--- config.mk ---
export PLATFORM = sky130hd
export DESIGN_NAME = fetch_stage
export DESIGN_NICKNAME = d
export VERILOG_FILES = /design/src/rtl/fetch_stage_pkg.sv /design/src/rtl/fetch_stage_if_id_reg.sv /design/src/rtl/fetch_stage.sv
export SDC_FILE = /design/constraint.sdc
export NUM_CORES = 1
export LEC_CHECK = 0
export ABC_CLOCK_PERIOD_IN_PS = 2500
export BUFFER_PORTS_ARGS = -buffer_cell sky130_fd_sc_hd__buf_2
export CAP_MARGIN = 20
export CORE_MARGIN = 4
export CORE_UTILIZATION = 44
export DETAILED_ROUTE_END_ITERATION = 16
export PLACE_DENSITY = 0.7
export SYNTH_ARGS = -nofsm -noshare
export SYNTH_HDL_FRONTEND = slang
export SYNTH_SLANG_ARGS = --single-unit
--- constraint.sdc ---
create_clock -name clk -period 2.5 [get_ports clk]
set_clock_uncertainty 0.15 [all_clocks]
set_input_delay 0.125 -clock clk [delete_from_list [all_inputs] [get_ports clk]]
set_output_delay 0.125 -clock clk [all_outputs]
set_load 0.005 [all_outputs]
--- src/rtl/fetch_stage_pkg.sv ---
// Shared constants for the fetch stage: reset PC, NOP encoding, opcodes and field slices.
package fetch_stage_pkg;

    localparam logic [31:0] RESET_PC_DEFAULT = 32'h0000_0000;
    localparam logic [31:0] NOP_INSTR        = 32'h0000_0000;
    localparam logic [5:0]  OP_J             = 6'b00_0010;

    // Instruction field positions
    localparam int OPCODE_MSB = 31;
    localparam int OPCODE_LSB = 26;
    localparam int JIDX_MSB   = 25;
    localparam int JIDX_LSB   = 0;

endpackage

--- src/rtl/fetch_stage_if_id_reg.sv ---
// IF/ID pipeline register: instruction, PC+4 and valid, with stall > flush > capture priority.
module if_id_reg
    import fetch_stage_pkg::*;
(
    input  logic        clk,
    input  logic        rst,
    input  logic        i_stall,
    input  logic        i_flush,
    input  logic [31:0] i_instr,
    input  logic [31:0] i_pc_plus4,
    output logic [31:0] o_instr,
    output logic [31:0] o_pc_plus4,
    output logic        o_valid
);

    logic [31:0] r_instr;
    logic [31:0] r_pc_plus4;
    logic        r_valid;

    // Stall holds everything; a flush inserts a NOP bubble but still tracks PC+4.
    always_ff @(posedge clk or negedge rst) begin
        if (!rst) begin
            r_instr    <= NOP_INSTR;
            r_pc_plus4 <= 32'h0000_0000;
            r_valid    <= 1'b0;
        end else if (i_stall) begin
            r_instr    <= r_instr;
            r_pc_plus4 <= r_pc_plus4;
            r_valid    <= r_valid;
        end else if (i_flush) begin
            r_instr    <= NOP_INSTR;
            r_pc_plus4 <= i_pc_plus4;
            r_valid    <= 1'b0;
        end else begin
            r_instr    <= i_instr;
            r_pc_plus4 <= i_pc_plus4;
            r_valid    <= 1'b1;
        end
    end

    assign o_instr    = r_instr;
    assign o_pc_plus4 = r_pc_plus4;
    assign o_valid    = r_valid;

endmodule

--- src/rtl/fetch_stage.sv ---
// Instruction fetch stage: PC register, next-PC selection and the IF/ID register.
module fetch_stage
    import fetch_stage_pkg::*;
#(
    parameter logic [31:0] RESET_PC = RESET_PC_DEFAULT
) (
    input  logic        clk,
    input  logic        rst,
    output logic [31:0] imem_addr,
    input  logic [31:0] imem_rdata,
    input  logic        stall_f,
    input  logic        stall_d,
    input  logic        flush_d,
    input  logic        branch_taken_d,
    input  logic [31:0] branch_target_d,
    input  logic        jump_d,
    output logic [31:0] pc_f,
    output logic [31:0] instr_d,
    output logic [31:0] pc_plus4_d,
    output logic        valid_d
);

    localparam logic [31:0] RESET_PC_ALIGNED = {RESET_PC[31:2], 2'b00};

    logic [31:0] r_pc;
    logic [31:0] w_pc_plus4;
    logic [31:0] w_jump_target;
    logic [31:0] w_branch_target;
    logic [31:0] w_next_pc;
    logic        w_redirect;
    logic        w_pc_load;

    // A bubble or a stalled decode slot must never steer the PC.
    assign w_redirect      = valid_d & ~stall_d & (jump_d | branch_taken_d);
    assign w_pc_plus4      = r_pc + 32'd4;
    assign w_jump_target   = {pc_plus4_d[31:28], instr_d[JIDX_MSB:JIDX_LSB], 2'b00};
    assign w_branch_target = branch_target_d & ~32'h0000_0003;
    assign w_pc_load       = w_redirect | ~stall_f;

    // Next-PC select: jump beats branch beats sequential; only a live redirect leaves the sequential path.
    always_comb begin
        w_next_pc = w_pc_plus4;
        if (w_redirect) begin
            if (jump_d) begin
                w_next_pc = w_jump_target;
            end else begin
                w_next_pc = w_branch_target;
            end
        end
    end

    // PC register; a redirect overrides a fetch stall.
    always_ff @(posedge clk or negedge rst) begin
        if (!rst) begin
            r_pc <= RESET_PC_ALIGNED;
        end else if (w_pc_load) begin
            r_pc <= w_next_pc;
        end
    end

    assign pc_f      = r_pc;
    assign imem_addr = r_pc;

    if_id_reg u_if_id_reg (
        .clk        (clk),
        .rst        (rst),
        .i_stall    (stall_d),
        .i_flush    (flush_d | w_redirect),
        .i_instr    (imem_rdata),
        .i_pc_plus4 (w_pc_plus4),
        .o_instr    (instr_d),
        .o_pc_plus4 (pc_plus4_d),
        .o_valid    (valid_d)
    );

endmodule

==> results of run 1 <==
==> sequential cells by signal, summed over array words and instances (netlist names) <==
| name | count |
|---|---|
| u_if_id_reg.o_valid | 1 |
| u_if_id_reg.o_pc_plus4 | 30 |
| imem_addr | 30 |
| u_if_id_reg.o_instr | 32 |
==> worst register-to-register path, delay by kind of cell, from the launching register on <==
family	cells	cell delay, ps
compound gates	1	170
flops	1	350
buf+inv	1	240
simple gates	3	1340
==> synthesized netlist by cell type, types with 2 or more instances <==
cell type	n	area share [%]
dfrtp_1	93	46
buf_4	36	5.3
clkbuf_1	36	2.7
a22o_1	32	5.5
a31oi_1	31	3.8
nor2b_1	29	3.6
a211oi_1	28	4.2
o21ai_0	26	2.6
nand2_1	25	1.9
nor2_1	23	1.7
or4_1	22	3.3
xnor2_1	22	3.8
o31ai_1	16	2.4
a21oi_1	12	1.2
nand3_1	9	0.89
or3_1	9	1.1
nand4_1	8	0.99
nor3_1	8	0.79
inv_1	6	0.45
o41ai_1	6	1.0
buf_2	5	0.49
or4b_1	5	0.99
nor4_1	4	0.49
xor2_1	4	0.69
and3_1	3	0.37
mux2i_1	3	0.59
and4_1	2	0.35
nand4b_1	2	0.35
or3_2	2	0.30
==> through the flow <==
stage          total power, W  area (um^2)
3_5_place_dp         0.004217         6042
5_1_grt              0.006094         6731
4_1_cts              0.005777         6728
2_1_floorplan        0.003353         5074
6_report             0.005732         6731
3_3_place_gp         0.004165         6042
==> cell type report <==
class | count | share of cell area [%]
flip-flops and latches | 93 | 34.57
multi-input cells | 346 | 34.01
repair buffers | 259 | 23.49
clock buffers | 11 | 3.755
well taps | 140 | 2.602
clock inverters | 5 | 1.227
inverters | 6 | 0.3346
==> path summary, 6_finish.rpt <==
| path | start | end | slack (ps) | cells after the start |
|---|---|---|---|---|
| setup / recovery | imem_addr[8]$_DFFE_PN0P_ | imem_addr[17]$_DFFE_PN0P_ | 180 | 5 |
| hold / removal | branch_target_d[7] | imem_addr[7]$_DFFE_PN0P_ | 20 | 4 |
| setup reg to reg | imem_addr[8]$_DFFE_PN0P_ | imem_addr[17]$_DFFE_PN0P_ | 180 | 5 |
| hold reg to reg | u_if_id_reg.o_pc_plus4[15]$_DFFE_PN0N_ | u_if_id_reg.o_pc_plus4[15]$_DFFE_PN0N_ | 330 | 2 |
| max in group asynchronous | rst | u_if_id_reg.o_pc_plus4[8]$_DFFE_PN0N_ | 1410 | 3 |
| min in group asynchronous | rst | u_if_id_reg.o_instr[3]$_DFFE_PN0N_ | 100 | 2 |
==> routing by layer <==
layer / part of all wire [%] / up-vias / global-route usage, % / wire length (um)
li1: - / 2299 / - / -
met1: 43 / 2280 / 31.80 / 6513
met2: 47 / 188 / 36.27 / 7040
met3: 8.0 / 17 / 4.105 / 1195
met4: 1.6 / 0 / 7.277 / 241
met5: 0 / - / 0 / 0
==> kinds of logic (layout without fill, tap and decap cells) <==
logic type / after synthesis / count (layout)
other: 1 / 6
multiplexers: 4 / 4
flip-flops: 93 / 93
AO/OA/AOI/OAI: 152 / 152
XOR/XNOR: 26 / 26
AND/OR/NAND/NOR: 157 / 157
adder cells (fa/ha/maj): 1 / 1
buffers and inverters: 85 / 281
==> repair_timing <==
| action | 4_1_cts | 5_1_grt |
|---|---|---|
| resized for setup | 0 | 1 |
| hold endpoints to repair | 127 | 0 |
| setup endpoints to repair | 0 | 4 |
| setup buffers | 0 | 0 |
| hold buffers | 35 | 0 |
==> placed cells by master, fill, tap and decap left out, types with 4 or more instances in the layout <==
cell type	Yosys	final
a211oi_1	28	28
a21oi_1	12	12
a22o_1	32	32
a31oi_1	31	31
buf_2	5	190
buf_4	36	32
clkbuf_16	0	9
conb_1	1	6
dfrtp_1	93	93
dlygate4sd3_1	0	35
inv_1	6	6
nand2_1	25	25
nand3_1	9	9
nand4_1	8	8
nor2_1	23	23
nor2b_1	29	29
nor3_1	8	8
nor4_1	4	4
o21ai_0	26	26
o31ai_1	16	16
o41ai_1	6	6
or3_1	9	9
or4_1	22	21
or4b_1	5	5
xnor2_1	22	22
xor2_1	4	4
==> power groups by stage <==
stage / Combinational (W) / Sequential (W) / Clock (W)
after global routing: 0.00229 / 0.00222 / 0.00159
after detailed placement: 0.00202 / 0.00219 / 0
after floorplan: 0.00109 / 0.00227 / 0
after CTS: 0.00207 / 0.00216 / 0.00154
final: 0.00205 / 0.00217 / 0.00152
after global placement: 0.00200 / 0.00217 / 0
==> results.md, run 1 <==
- Status: finished, final reports clean
- P_sw: between 0.0015 and 0.002 W
- Cell Area, Synth: between 5000 and 6000 um^2
- IO Port Bufs: around 190
- Critical path cell sequence: nand4_1 > buf_4 > or4_1 > or4_1 > a31oi_1
- Sequential Area: 2327 um^2
- Largest family of logic cells by synthesized area: compound AO/OA/AOI/OAI gates
- CP max stage delay: roughly 650 ps
- Synth Area in Simple Gates: between 15 and 20%
- Post-layout util: 61.03%
- Vias per std cell: approximately 5.6
- Antenna diodes: 0
- WP data arrival: approximately 2400 ps
- Peak VDD IR: ~0.0004 V
- WP data required: between 2000 and 3000 ps
- Fillers: about 950
- Adder-cell share of the synthesized area: less than 1%
- Mux cell area share after synthesis: less than 1%
- Vias in the first global route: between 4000 and 5000
- Top FF cell, synth: dfrtp_1
- Max Slew Vio Count: 0
- Relative slew slack: between 60% and 70%
- Sum Neg Setup Slack: 0 ps
- Post-layout nets: roughly 790
- Post-synthesis xor/xnor area fraction: under 10%
- Die X: 115.2 um
- Complex-gate fraction of the synthesized area: 20.87%
- Post-synthesis cell type count: a little over 40
- GRT overflow: 0
- TritonCTS buffer count: 9
- Clock Tree Root: clkbuf_16
- Routed Wire Length: roughly 15000 um
- Startpoint Class: flop
- Synthesized area per cell: 9.740 um^2
- Drt wl/cell: about 17 um
- Fin worst setup slack: 179.5 ps
- Static leakage: between 2 and 3 nW
- Clock net sink count: just over 90
- Die area: between 10000 and 15000 um^2
- DRT iter0 DRCs: around 320
- Crit path buf inv count: 1
- Pin count of the biggest net entering global routing: 67
- GRT Util Overall: between 20% and 30%
- Clock network power share: between 20% and 30%
- # setup viols final: 0
- I/O pin count: 200
- Number of remaining DRC errors: 0
- EDFF count, synth: 0
- Core area: 11030 um^2
- Critical path's most frequent cell: or4_1
- Hold slack: ~21 ps
- Routed Antenna Nets: 0
- Post-Syn Instances: 519
- 1st-pass router iterations: 5
- Layout cell share with drive strength beyond 1: a little over a third
- Hold Crit Class: input pin to flop
- Detailed placement HPWL: between 10000 and 15000 um
- Clk buf depth: 2
- Initial Util: a little under half
- Sequential fraction of the synthesis area: a little under half
- Worst setup path category: flop to flop
- Die outline height: approximately 120 um
- Final min period: approximately 2300 ps
- Area growth syn-to-layout: 33.17%
- Internal power: about 0.0038 W
- CP max stage cell: or4_1
- Final hold violation count: 0
- #FFs+latches synth: 93
- Yosys warnings: 0
- Clk Latency, worst-skew pair: approximately 340 ps
- Initial antenna violation count: 0
- Via count: roughly 4800
- Clock slew at reported path FFs: around 70 ps
- Final Cycle Share: between 90% and 100%
- Ys async rst share: 100.0%
- Combinational fraction of design power: about 36%
- RSZ-0062 raised after global routing: no
- Worst-margin pin slew: around 530 ps
- Delay-heaviest family, CP: simple AND/OR/NAND/NOR gates
- H-Tree Depth: 3
- CTS tree: done
- Fmax: 430.9 MHz
- Multi-input logic area: 2290 um^2
- Placed Cells incl. Taps: slightly above 800
- Switching portion of total power: between 30% and 40%
- Worst setup EP type: flop
- Max Cap Viol: 0
- RD Place Congestion: 0.8596
- Final Non-Filler Cells: 860
- Seq pwr share: roughly 38%
- Row count: 38
- First-pass GRT wire length: approximately 24000 um
- Power per cell area: around 850 nW/um^2
- Setup slack after placement: 128.3 ps
- Worst Path Max Fanout: 13
(Power assumes the default switching activity.)
==> run 2, diff against run 1 <==
--- a/config.mk
+++ b/config.mk
@@ -5,13 +5,13 @@
 export SDC_FILE = /design/constraint.sdc
 export NUM_CORES = 1
 export LEC_CHECK = 0
-export ABC_CLOCK_PERIOD_IN_PS = 2500
-export BUFFER_PORTS_ARGS = -buffer_cell sky130_fd_sc_hd__buf_2
+export ABC_CLOCK_PERIOD_IN_PS = 2870
 export CAP_MARGIN = 20
 export CORE_MARGIN = 4
 export CORE_UTILIZATION = 44
 export DETAILED_ROUTE_END_ITERATION = 16
-export PLACE_DENSITY = 0.7
+export DONT_BUFFER_PORTS = 1
+export PLACE_DENSITY = 0.56
 export SYNTH_ARGS = -nofsm -noshare
 export SYNTH_HDL_FRONTEND = slang
 export SYNTH_SLANG_ARGS = --single-unit
==> constraint.sdc (replaced) <==
create_clock -name clk -period 2.87 [get_ports clk]
set_clock_uncertainty 0.15 [all_clocks]
set_input_delay 0.1435 -clock clk [delete_from_list [all_inputs] [get_ports clk]]
set_output_delay 0.1435 -clock clk [all_outputs]
set_load 0.005 [all_outputs]
==> run 2 against run 1 <==
Net effect: register-to-register slack better by 220 ps; sequential power decreased by 8%; largest cell class unchanged; largest power group unchanged; critical endpoint is now imem_addr[25]$_DFFE_PN0P_; flip-flop and latch count stayed put; critical path type unchanged; global-route usage barely moved; highest routed layer unchanged; combinational power decreased by 40%; power decreased by 22%; clock power down 18%.
==> results.md, run 2 (same netlist as run 1, synthesis figures left out) <==
- Status: finished, final reports clean
- CTS tree: done
- Vias in the first global route: 4062 (-11%)
- Detailed placement HPWL: 9728 um (-9.1%)
- TritonCTS buffer count: 9 (unchanged)
- Clock Tree Root: clkbuf_16
- First-pass GRT wire length: 23380 um (-2.1%)
- Setup repair bufs after CTS: 0 (unchanged)
- Area growth syn-to-layout: 16.51%
- Clk buf depth: 2 (unchanged)
- Worst Path Max Fanout: 16 (+3)
- Worst setup EP type: flop
- Static leakage: 2.254 nW (-24%)
- Final min period: 2475 ps (+154.7 ps)
- Layout cell share with drive strength beyond 1: 9.630% (-25 points)
- Max Slew Vio Count: 0 (unchanged)
- Combinational fraction of design power: 27.7% (-8.1 points)
- Relative slew slack: 38.41% (-26 points)
- Sum Neg Setup Slack: 0 ps (unchanged)
- Startpoint Class: flop
- Seq pwr share: 44.5% (+6.7 points)
- Internal power: 0.002912 W (-23%)
- I/O pin count: 200 (unchanged)
- DRT iter0 DRCs: 281 (-11%)
- Multi-input logic area: 2286 um^2 (-0.16%)
- Fin worst setup slack: 394.8 ps (+215.3 ps)
- Number of remaining DRC errors: 0 (unchanged)
- GRT overflow: 0 (unchanged)
- Critical path cell sequence: nand4_1 > or4_1 > or4b_1 > a31oi_1
- Clock network power share: 27.8% (+1.3 points)
- Routed Wire Length: 14760 um (-1.5%)
- Core area: 11030 um^2 (unchanged)
- Pin count of the biggest net entering global routing: 94 (+40%)
- Final hold violation count: 0 (unchanged)
- H-Tree Depth: 3 (unchanged)
- Most frequent cells in the layout: 93 x dfrtp_1, 51 x dlygate4sd3_1, 32 x a22o_1
- Drt wl/cell: 21.71 um (+25%)
- Peak VDD IR: 0.0003683 V (-11%)
- Switching portion of total power: 35.10% (+1.1 points)
- Delay-heaviest family, CP: simple AND/OR/NAND/NOR gates
- Clock net sink count: 93 (unchanged)
- WP data required: 2980 ps (+370 ps)
- Die X: 115.2 um (unchanged)
- Worst-margin pin slew: 920.9 ps (+390.6 ps)
- Max Cap Viol: 0 (unchanged)
- GRT Util Overall: 22.85% (+0.029 points)
- Antenna diodes: 0 (unchanged)
- Initial antenna violation count: 0 (unchanged)
- Placed Cells incl. Taps: 610 (-25%)
- Max FFs per register: 32 (unchanged)
- Final Cycle Share: 86.24% (-6.6 points)
- P_sw: 0.001575 W (-19%)
- Row count: 38 (unchanged)
- # setup viols final: 0 (unchanged)
- Setup slack after placement: 413.3 ps (+284.9 ps)
- Clk Latency, worst-skew pair: 340 ps (about the same)
- Via count: 4126 (-14%)
- Post-layout nets: 607 (-23%)
- Die outline height: 115.2 um (unchanged)
- RSZ-0062 raised after global routing: no
- Most common library cell in the layout ignoring fill and taps: dfrtp_1
- Clock slew at reported path FFs: 60 ps (about the same)
- Crit path buf inv count: 0 (-1)
- Routed Antenna Nets: 0 (unchanged)
- Fillers: 986 (+4.2%)
- Sequential Area: 2327 um^2 (unchanged)
- Die area: 13270 um^2 (unchanged)
- IO Port Bufs: 0 (-100%)
- Final Non-Filler Cells: 680 (-21%)
- CP max stage cell: or4_1
- Vias per std cell: 6.068 (+9.1%)
- Worst setup path category: flop to flop
- RD Place Congestion: 0.8287 (-3.6%)
- 1st-pass router iterations: 5 (unchanged)
- Fmax: 404.0 MHz (-6.2%)
- WP data arrival: 2580 ps (+150 ps)
- Hold Crit Class: input pin to flop
- Initial Util: 45.83% (unchanged)
- CP max stage delay: 880 ps (+230 ps)
- Power per cell area: 761.9 nW/um^2 (-11%)
run 2: changes by cell type in the layout (fill, tap and decap cells not counted):
| cell | previous run | this run |
|---|---|---|
| clkbuf_1 | 0 | 1 |
| or4_4 | 1 | 0 |
| buf_4 | 32 | 25 |
| clkinvlp_4 | 3 | 1 |
| bufinv_16 | 2 | 1 |
| dlygate4sd3_1 | 35 | 51 |
| buf_2 | 190 | 0 |
| clkbuf_8 | 2 | 3 |
| clkinv_2 | 0 | 1 |
| or4_1 | 21 | 22 |
| buf_16 | 0 | 1 |
run 2: worst register-to-register path: cells and delay by family (launching register included):
| kind | cells | cell delay, ps |
|---|---|---|
| and+or+nand+nor | 3 | 1730 |
| DFF | 1 | 350 |
| AOI/OAI and AO/OA | 1 | 180 |
run 2: repair_timing:
| item | 4_1_cts | 5_1_grt |
|---|---|---|
| endpoints found under the hold margin | 171 | 1 |
| hold buffers | 53 | 1 |
| resized for setup | 0 | 0 |
run 2: final timing paths:
| check | startpoint | endpoint | slack (ps) | cells past startpoint |
|---|---|---|---|---|
| worst min register to register | u_if_id_reg.o_pc_plus4[2]$_DFFE_PN0N_ | u_if_id_reg.o_pc_plus4[2]$_DFFE_PN0N_ | 360 | 2 |
| min in group asynchronous | rst | u_if_id_reg.o_pc_plus4[2]$_DFFE_PN0N_ | 230 | 2 |
| worst max register to register | imem_addr[6]$_DFFE_PN0P_ | imem_addr[25]$_DFFE_PN0P_ | 390 | 4 |
| max in group asynchronous | rst | u_if_id_reg.o_pc_plus4[25]$_DFFE_PN0N_ | 1970 | 2 |
| worst min-delay path | jump_d | imem_addr[27]$_DFFE_PN0P_ | 8 | 3 |
| worst max-delay path | imem_addr[6]$_DFFE_PN0P_ | imem_addr[25]$_DFFE_PN0P_ | 390 | 4 |
run 2: cell type report:
class / count / area share [%]
timing repair buffer: 79 / 13.00
tap: 140 / 2.974
clock inverter: 3 / 0.7223
clock buffer: 13 / 4.589
multi-input combinational: 346 / 38.81
inverter: 6 / 0.3824
sequential: 93 / 39.52
run 2: stage by stage:
stage / util [%] / area (um^2) / hold slack (ps) / total power, W
after floorplan: - / 5074 / -302.1 / 0.002921
after global placement: 45.32 / 4999 / -298.4 / 0.003110
final: 53.39 / 5889 / 7.627 / 0.004487
after global routing: 53.39 / 5889 / 5.475 / 0.004791
after detailed placement: 45.32 / 4999 / -299.0 / 0.003141
after CTS: 53.30 / 5879 / 0.9189 / 0.004517
run 2: metal layers:
| metal | up-vias | global-route usage (%) | part of all wire, % |
|---|---|---|---|
| met1 | 1985 | 31.66 | 44 |
| met2 | 185 | 33.53 | 44 |
| met4 | 0 | 7.590 | 1.8 |
| met3 | 23 | 7.895 | 11 |
| li1 | 1933 | - | - |
| met5 | - | 0 | 0 |
run 2: power by group through the flow:
stage	clock (W)	combinational [W]	sequential (W)
final	0.00125	0.00124	0.00200
after global routing	0.00133	0.00140	0.00207
after CTS	0.00127	0.00125	0.00200
after detailed placement	0	0.00112	0.00202
after global placement	0	0.00109	0.00202
after floorplan	0	0.000947	0.00197
==> run 3, diff against run 2 <==
--- a/config.mk
+++ b/config.mk
@@ -5,7 +5,7 @@
 export SDC_FILE = /design/constraint.sdc
 export NUM_CORES = 1
 export LEC_CHECK = 0
-export ABC_CLOCK_PERIOD_IN_PS = 2870
+export ABC_CLOCK_PERIOD_IN_PS = 2900
 export CAP_MARGIN = 20
 export CORE_MARGIN = 4
 export CORE_UTILIZATION = 44
==> constraint.sdc (replaced) <==
create_clock -name clk -period 2.9 [get_ports clk]
set_clock_uncertainty 0.15 [all_clocks]
set_input_delay 0.145 -clock clk [delete_from_list [all_inputs] [get_ports clk]]
set_output_delay 0.145 -clock clk [all_outputs]
set_load 0.005 [all_outputs]
==> run 3 against run 2 <==
Net effect: the flow now finishes with violations (hold timing); via count is 0.75% lower; power is essentially flat; die area did not move; sequential share of layout area down 0.067 points; worst hold slack worse by 9.2 ps; critical path type unchanged; largest power group unchanged.
==> results.md, run 3 (same netlist as run 1, synthesis figures left out) <==
- Status: finished with violations
- Violated checks: hold timing
- First-pass GRT wire length: 22660 um (-3.1%)
- Routed Antenna Nets: 0 (unchanged)
- Max Cap Viol: 0 (unchanged)
- Multi-input logic area: 2286 um^2 (unchanged)
- Detailed placement HPWL: 9737 um (about the same)
- Area growth syn-to-layout: 16.71%
- Fmax: 386.1 MHz (-4.4%)
- WP data required: 3010 ps (+30 ps)
- IO Port Bufs: 0 (unchanged)
- Final hold violation count: 1 (+1)
- Via count: 4095 (-0.75%)
- H-Tree Depth: 3 (unchanged)
- Hold slack: -1.558 ps (-9.185 ps)
- Routed Wire Length: 14420 um (-2.3%)
- Finished Cell Area: 5899 um^2 (+0.17%)
- CP max stage delay: 820 ps (-60 ps)
- Peak VDD IR: 0.0004365 V (+19%)
- Die area: 13270 um^2 (unchanged)
- Static leakage: 2.246 nW (-0.35%)
- Die X: 115.2 um (unchanged)
- Relative slew slack: 33.47% (-4.9 points)
- Post-layout util: 53.48% (+0.091 points)
- I/O pin count: 200 (unchanged)
- Vias in the first global route: 4085 (+0.57%)
- Worst-margin pin slew: 994.6 ps (+73.79 ps)
- RSZ-0062 raised after global routing: no
- Hold path cells: 3 (unchanged)
- Initial Util: 45.83% (unchanged)
- Vias per std cell: 6.040 (-0.46%)
- Hold Crit Class: input pin to flop
- Antenna diodes: 0 (unchanged)
- Startpoint Class: flop
- Final min period: 2590 ps (+115.0 ps)
- Total Power: 0.004486 W (about the same)
- Initial antenna violation count: 0 (unchanged)
- Worst Path Max Fanout: 16 (unchanged)
- Drt wl/cell: 21.27 um (-2.0%)
- Sequential Area: 2327 um^2 (unchanged)
- RD Place Congestion: 0.8251 (-0.43%)
- Clk Latency, worst-skew pair: 340 ps (about the same)
- Layout cell share with drive strength beyond 1: 9.294% (-0.34 points)
- Core area: 11030 um^2 (unchanged)
- Pin count of the biggest net entering global routing: 94 (unchanged)
- Delay-heaviest family, CP: simple AND/OR/NAND/NOR gates
- Most common library cell in the layout ignoring fill and taps: dfrtp_1
- 1st-pass router iterations: 4 (-1)
- Sum Neg Setup Slack: 0 ps (unchanged)
- WP data arrival: 2700 ps (+120 ps)
- Fillers: 976 (-1.0%)
- Post-layout nets: 605 (-0.33%)
- DRT iter0 DRCs: 336 (+20%)
- GRT Util Overall: 22.08% (-0.77 points)
- Critical path cell sequence: nand4_4 > or4_1 > or4b_1 > a31oi_1
- CP max stage cell: or4_1
- Most frequent cells in the layout: 93 x dfrtp_1, 52 x dlygate4sd3_1, 32 x a22o_1
- Die outline height: 115.2 um (unchanged)
- Power per cell area: 760.4 nW/um^2 (-0.20%)
- Number of remaining DRC errors: 0 (unchanged)
- Clock Tree Root: clkbuf_16
- CP Depth: 4 (unchanged)
- CTS tree: done
- Max FFs per register: 32 (unchanged)
- Crit path buf inv count: 0 (unchanged)
- Clock slew at reported path FFs: 70 ps (about the same)
- GRT overflow: 0 (unchanged)
- Clock net sink count: 93 (unchanged)
- TritonCTS buffer count: 9 (unchanged)
- Worst r2r path cells: 4 (unchanged)
- Row count: 38 (unchanged)
- Clk buf depth: 2 (unchanged)
- Worst setup EP type: flop
- # setup viols final: 0 (unchanged)
- Final Cycle Share: 89.32% (+3.1 points)
- Post-DP Area: 4976 um^2 (-0.45%)
- Worst setup path category: flop to flop
- Max Slew Vio Count: 0 (unchanged)
-- run 3: path summary, 6_finish.rpt --
check | start | endpoint | slack, ps
worst max-delay path | imem_addr[17]$_DFFE_PN0P_ | imem_addr[28]$_DFFE_PN0P_ | 310
worst min-delay path | branch_target_d[4] | imem_addr[4]$_DFFE_PN0P_ | -2
max in group asynchronous | rst | u_if_id_reg.o_pc_plus4[28]$_DFFE_PN0N_ | 2000
min in group asynchronous | rst | u_if_id_reg.o_pc_plus4[7]$_DFFE_PN0N_ | 230
worst max register to register | imem_addr[17]$_DFFE_PN0P_ | imem_addr[28]$_DFFE_PN0P_ | 310
worst min register to register | u_if_id_reg.o_pc_plus4[2]$_DFFE_PN0N_ | u_if_id_reg.o_pc_plus4[2]$_DFFE_PN0N_ | 360
-- run 3: power by group --
part,internal (W),total [W],switching [W]
Combinational,0.000519,0.00116,0.000644
Sequential,0.00160,0.00201,0.000405
Clock,0.000803,0.00132,0.000514
Total,0.00292,0.00449,0.00156
-- run 3: repair_timing --
action	4_1_cts	5_1_grt
setup buffers	0	0
hold buffers	55	0
resized for setup	0	0
hold endpoints to repair	171	0
-- run 3: layer usage --
metal  GRT usage [%]  share of wire [%]
met1           30.39                 44
met2           32.91                 44
met3           7.105                 10
met5               0                  0
met4           7.590                1.7
-- run 3: final cells by class --
type	instances	share of cell area [%]
repair buffers	77	12.77
inverters	6	0.3818
clock buffers	11	4.284
clock inverters	5	1.400
flip-flops and latches	93	39.45
well taps	140	2.969
multi-input cells	346	38.75
-- run 3: per-stage QoR --
stage / hold WS, ps / instances / setup WS, ps
2_1_floorplan: -300.6 / 524 / 610.4
3_3_place_gp: -297.7 / 607 / 376.4
3_5_place_dp: -296.9 / 607 / 344.0
4_1_cts: 0.4857 / 678 / 316.2
5_1_grt: 25.60 / 678 / 117.0
6_report: -1.558 / 678 / 309.8
-- run 3: worst register-to-register path, stage by stage, from the launching register on --
cell,delay [ps]
dfrtp_1,560
nand4_4,200
or4_1,820
or4b_1,600
a31oi_1,170
